<file path="config.mk">
export PLATFORM = sky130hd
export DESIGN_NAME = comparador_secuencial
export DESIGN_NICKNAME = d
export VERILOG_FILES = /design/src/rtl/comparador_pkg.sv /design/src/rtl/celda_comparadora.sv /design/src/rtl/comparador_secuencial.sv
export SDC_FILE = /design/constraint.sdc
export NUM_CORES = 1
export LEC_CHECK = 0
export CORE_MARGIN = 2
export CORE_UTILIZATION = 53
export CTS_BUF_LIST = sky130_fd_sc_hd__clkbuf_4 sky130_fd_sc_hd__clkbuf_8
export CTS_CLUSTER_SIZE = 28
export DETAILED_ROUTE_END_ITERATION = 16
export PLACE_DENSITY = 0.92
export SYNTH_ARGS = -nofsm -noshare
export SYNTH_HDL_FRONTEND = slang
export SYNTH_HIERARCHICAL = 1
export SYNTH_SLANG_ARGS = --single-unit
export TNS_END_PERCENT = 1
</file>
<file path="constraint.sdc">
create_clock -name clk -period 1.9 [get_ports clk]
set_input_delay 0.38 -clock clk [delete_from_list [all_inputs] [get_ports clk]]
set_output_delay 0.38 -clock clk [all_outputs]
set_load 0.02 [all_outputs]
</file>
<file path="src/rtl/comparador_pkg.sv">
// Shared types for the sequential MSB-first comparator: FSM states,
// pending-result encoding and the slice counter width helper.
package comparador_pkg;

  typedef enum logic [1:0] {
    IDLE = 2'd0,
    SCAN = 2'd1,
    DONE = 2'd2
  } state_t;

  localparam logic [1:0] RES_GT = 2'd0;
  localparam logic [1:0] RES_EQ = 2'd1;
  localparam logic [1:0] RES_LT = 2'd2;

  // A single-slice operand still needs a 1-bit counter.
  function automatic int idx_width(input int n, input int m);
    int k;
    k = n / m;
    return (k > 1) ? $clog2(k) : 1;
  endfunction

endpackage

</file>
<file path="src/rtl/celda_comparadora.sv">
// M-bit combinational slice cell: flags a > b and a < b for one slice.
module celda_comparadora #(
  parameter int M = 2
) (
  input  logic [M-1:0] a,
  input  logic [M-1:0] b,
  output logic         sgt,
  output logic         slt
);

  assign sgt = (a > b);
  assign slt = (a < b);

endmodule

</file>
<file path="src/rtl/comparador_secuencial.sv">
// MSB-first sequential magnitude comparator, M bits per cycle.
// Define COMPARADOR_EARLY_EXIT_EN to leave SCAN on the first differing slice.
module comparador_secuencial
  import comparador_pkg::*;
#(
  parameter int N = 8,
  parameter int M = 2
) (
  input  logic         clk,
  input  logic         rst_n,
  input  logic         start,
  input  logic [N-1:0] word_a,
  input  logic [N-1:0] word_b,
  output logic         busy,
  output logic         done,
  output logic         gt,
  output logic         eq,
  output logic         lt
);

  localparam int K  = N / M;
  localparam int IW = idx_width(N, M);

  state_t         state_q, state_d;
  logic [N-1:0]   sa_q, sa_d, sb_q, sb_d;
  logic [IW-1:0]  idx_q, idx_d;
  logic           decided_q, decided_d;
  logic [1:0]     res_q, res_d;
  logic           busy_q, busy_d, done_q, done_d;
  logic           gt_q, gt_d, eq_q, eq_d, lt_q, lt_d;
  logic           sgt, slt, slice_diff, finish;

  celda_comparadora #(.M(M)) u_celda (
    .a   (sa_q[N-1 -: M]),
    .b   (sb_q[N-1 -: M]),
    .sgt (sgt),
    .slt (slt)
  );

  assign slice_diff = sgt | slt;

  always_comb begin
    state_d   = state_q;
    sa_d      = sa_q;
    sb_d      = sb_q;
    idx_d     = idx_q;
    decided_d = decided_q;
    res_d     = res_q;
    busy_d    = busy_q;
    done_d    = done_q;
    gt_d      = gt_q;
    eq_d      = eq_q;
    lt_d      = lt_q;
    finish    = 1'b0;

    case (state_q)
      IDLE: begin
        if (start) begin
          sa_d      = word_a;
          sb_d      = word_b;
          idx_d     = IW'(K - 1);
          decided_d = 1'b0;
          res_d     = RES_EQ;
          busy_d    = 1'b1;
          state_d   = SCAN;
        end
      end

      SCAN: begin
        // Only the first differing slice decides; later slices are ignored.
        if (!decided_q && slice_diff) begin
          decided_d = 1'b1;
          res_d     = sgt ? RES_GT : RES_LT;
        end
        sa_d = sa_q << M;
        sb_d = sb_q << M;
        if (idx_q != '0) idx_d = idx_q - IW'(1);
        finish = (idx_q == '0);
`ifdef COMPARADOR_EARLY_EXIT_EN
        finish = finish || (!decided_q && slice_diff);
`endif
        // Outputs are loaded on the way into DONE so they are valid with done.
        if (finish) begin
          state_d = DONE;
          done_d  = 1'b1;
          gt_d    = decided_d && (res_d == RES_GT);
          lt_d    = decided_d && (res_d == RES_LT);
          eq_d    = !decided_d;
        end
      end

      DONE: begin
        done_d  = 1'b0;
        busy_d  = 1'b0;
        state_d = IDLE;
      end

      default: begin
        done_d  = 1'b0;
        busy_d  = 1'b0;
        state_d = IDLE;
      end
    endcase
  end

  always_ff @(posedge clk or negedge rst_n) begin
    if (!rst_n) begin
      state_q   <= IDLE;
      sa_q      <= '0;
      sb_q      <= '0;
      idx_q     <= '0;
      decided_q <= 1'b0;
      res_q     <= RES_EQ;
      busy_q    <= 1'b0;
      done_q    <= 1'b0;
      gt_q      <= 1'b0;
      eq_q      <= 1'b0;
      lt_q      <= 1'b0;
    end else begin
      state_q   <= state_d;
      sa_q      <= sa_d;
      sb_q      <= sb_d;
      idx_q     <= idx_d;
      decided_q <= decided_d;
      res_q     <= res_d;
      busy_q    <= busy_d;
      done_q    <= done_d;
      gt_q      <= gt_d;
      eq_q      <= eq_d;
      lt_q      <= lt_d;
    end
  end

  assign busy = busy_q;
  assign done = done_q;
  assign gt   = gt_q;
  assign eq   = eq_q;
  assign lt   = lt_q;

endmodule
</file>
==> key figures <==
STA
  – Final setup violating endpoints: 0
  – Minimum clock period: 1685 ps
  – Final Hold Vio Count: 0
  – FMAX: 593.5 MHz
  – RSZ-0062 raised after global routing: false
  – Layout Skew: 0.7495 ps
  – Setup TNS: 0 ps
  – Ratio of final minimum period to clock period: 88.68%
  – Slew HR: 67.82%
  – Fin. max-slew vios: 0
  – Tightest Pin Transition: 482.8 ps

Pwr
  – Maximum vdd drop: 0.0008928 V
  – P_int: 1564 µW
  – Clk pwr share: 10.0%
  – Net Switching: 1059 µW
  – Power Density: 1642 nW/µm²
  – Sw Share: 40.38%
  – Comb power frac: 49.6%
  – Leak Pwr: 0.0007394 µW
  – Sequential fraction of design power: 40.5%

CTS
  – CTS sink cnt: 28
  – Post-CTS Resized: 0
  – Clk pin slew, worst setup/hold paths: 140 ps
  – H-tree depth: 1
  – Root Buffer: clkbuf_4
  – Worst-skew pair later-pin latency: 320 ps
  – Postcts setup bufs: 0
  – Clock Tree Buf Depth: 2
  – Hold_buf cts: 0
  – TritonCTS clock tree: done
  – Total CTS buffers: 3

Synth
  – YS warnings: 6
  – Netlist Area Pre-Place: 1313 µm²
  – Post-Syn Instances: 140
  – Average cell area after synthesis: 9.375 µm²
  – Sequential area share after synthesis: 53.48%
  – Register bit total from synthesis: 28
  – Synth cell types: 27
  – Syn Nets: 162

Worst setup path
  – Crit. End Element: primary output
  – CP max FO: 2
  – Slowest cell on the critical path: clkdlybuf4s50_1
  – Critical Path RT: 1520 ps
  – CP Cell Sequence: clkdlybuf4s50_1
  – Crit path DAT: 1300 ps
  – Delay-heaviest family, CP: buffers and inverters
  – CP Class: reg -> out
  – Bufs and invs on worst path: 1
  – CP max stage delay: 610 ps
  – Critical Path Start Type: register

Die
  – Core Area: 2410 µm²
  – Initial core utilization: 54.47%
  – DIE AREA: 2891 µm²
  – Row count: 18
  – Chip width: 53.77 µm
  – Die Ht: 53.77 µm
  – IO Pins: 24

Routing
  – Post-DRT Antenna Nets: 0
  – WL final: 2699 µm
  – Per-cell routed wire length: 13.91 µm
  – 1st-pass router iterations: 4
  – Remaining DRCs: 0
  – Initial DRC count: 39
  – DR vias/cell: 5.469
  – Vias: 1,061

Finish
  – Commonest non-fill, non-tap cell in the layout: nand2_1
  – Area grow syn2layout: 21.73%
  – Final Util: 66.30%
  – Nets: 187
  – Most frequent cells in the layout: 30 x nand2_1, 27 x dfrtp_1, 23 x clkdlybuf4s50_1, 19 x nor2_1, 13 x a31oi_1
  – Layout cell share with drive strength beyond 1: 8.537%
  – Filler instances: 202
  – ANT cells: 0
  – Fin cells: 194

Placed design
  – Port buffer count: 23
  – Placed insts: 190
  – GPL Wtd Cong: 0.7561
  – Dpl hpwl: 1970 µm

Global route
  – GRT Total Usage: 20.77%
  – Antenna violations before repair: 0
  – First-pass GRT wire length: 4284 µm
  – Global route total overflow: 0
  – Vias in the first global route: 982
  – Pin count of the biggest net entering global routing: 29

Run status
  – Outcome: finished clean

Job
  – Max-cap violations: 0

Hold path
  – Type of the worst min-delay path: in -> async
[synthesized netlist by cell type (all sizes together)]
| cell type | number | area (µm²) |
|---|---|---|
| a32o | 1 | 10.01 |
| a31oi | 13 | 81.33 |
| buf | 7 | 42.54 |
| dfrtp | 27 | 675.7 |
| nor2b | 5 | 41.29 |
| nor3b | 1 | 7.510 |
| dfstp | 1 | 26.28 |
| ha | 3 | 37.54 |
| nand2b | 2 | 12.51 |
| a21o | 1 | 7.510 |
| a2bb2oi | 1 | 15.01 |
| o31ai | 1 | 7.510 |
| o21ai | 5 | 25.02 |
| a22oi | 2 | 15.01 |
| nand3b | 1 | 7.510 |
| mux2 | 2 | 22.52 |
| a21oi | 5 | 25.02 |
| o21bai | 1 | 7.510 |
| nand2 | 30 | 112.6 |
| inv | 8 | 30.03 |
| nor3 | 1 | 5.000 |
| a22o | 3 | 26.28 |
| nor2 | 19 | 71.32 |
[registers in the layout, summed over array words and instances (netlist names)]
signal / flops
decided_q: 1
idx_q: 2
done: 1
state_q: 2
sb_q: 8
eq: 1
lt: 1
res_q: 2
gt: 1
busy: 1
sa_q: 8
[cell type report]
cell class / instances / area (µm²) / share of cell area [%]
Clock buffer: 4 / 30.03 / 1.879
Inverter: 8 / 30.03 / 1.879
Multi-Input combinational cell: 97 / 538.0 / 33.67
Sequential cell: 28 / 701.9 / 43.93
Tap cell: 30 / 37.54 / 2.349
Timing Repair Buffer: 27 / 260.3 / 16.29
[cell families (layout without fill, tap and decap cells)]
logic type               after synthesis  after routing  share of synthesized area, %
multiplexers                           2              2                         1.716
flip-flops                            28             28                         53.48
adder cells (fa/ha/maj)                3              3                         2.860
AO/OA/AOI/OAI                         33             33                         16.78
AND/OR/NAND/NOR                       59             59                         19.64
buffers and inverters                 15             39                         5.529
[per-layer routing]
metal | global-route usage, % | share of wire [%] | vias up
met2 | 33.94 | 52 | 22
li1 | - | - | 522
met4 | 8.547 | 0.44 | 0
met3 | 3.333 | 4.0 | 2
met1 | 27.40 | 43 | 515
met5 | 0 | 0 | -
[per-stage QoR]
step	area (µm²)	hold WS [ps]	setup WS (ps)	power, µW
6_report	1598	426.0	215.1	2624
4_1_cts	1598	426.8	187.8	2639
2_1_floorplan	1313	84.41	475.6	2002
3_3_place_gp	1568	460.2	225.2	2259
3_5_place_dp	1568	476.0	142.2	2372
5_1_grt	1598	431.6	127.8	2836
[power by group through the flow]
stage / clock network (µW) / logic (µW) / registers (µW)
floorplan: 0 / 942 / 1060
global placement: 0 / 1200 / 1060
detailed placement: 0 / 1300 / 1080
CTS: 272 / 1310 / 1060
global route: 288 / 1450 / 1100
finish: 262 / 1300 / 1060
[path summary, 6_finish.rpt]
| check | from | endpoint | slack [ps] | cells past startpoint |
|---|---|---|---|---|
| setup / recovery | eq$_DFFE_PN0P_ | eq | 220 | 1 |
| hold / removal | rst_n | lt$_DFFE_PN0P_ | 430 | 2 |
| setup reg to reg | sb_q[7]$_DFFE_PN0P_ | eq$_DFFE_PN0P_ | 280 | 6 |
| hold reg to reg | lt$_DFFE_PN0P_ | lt$_DFFE_PN0P_ | 500 | 2 |
| max in group asynchronous | rst_n | res_q[0]$_DFFE_PN1P_ | 1170 | 2 |
| min in group clk | lt$_DFFE_PN0P_ | lt$_DFFE_PN0P_ | 500 | 2 |
No activity file was read; power rests on OpenSTA's default activity.
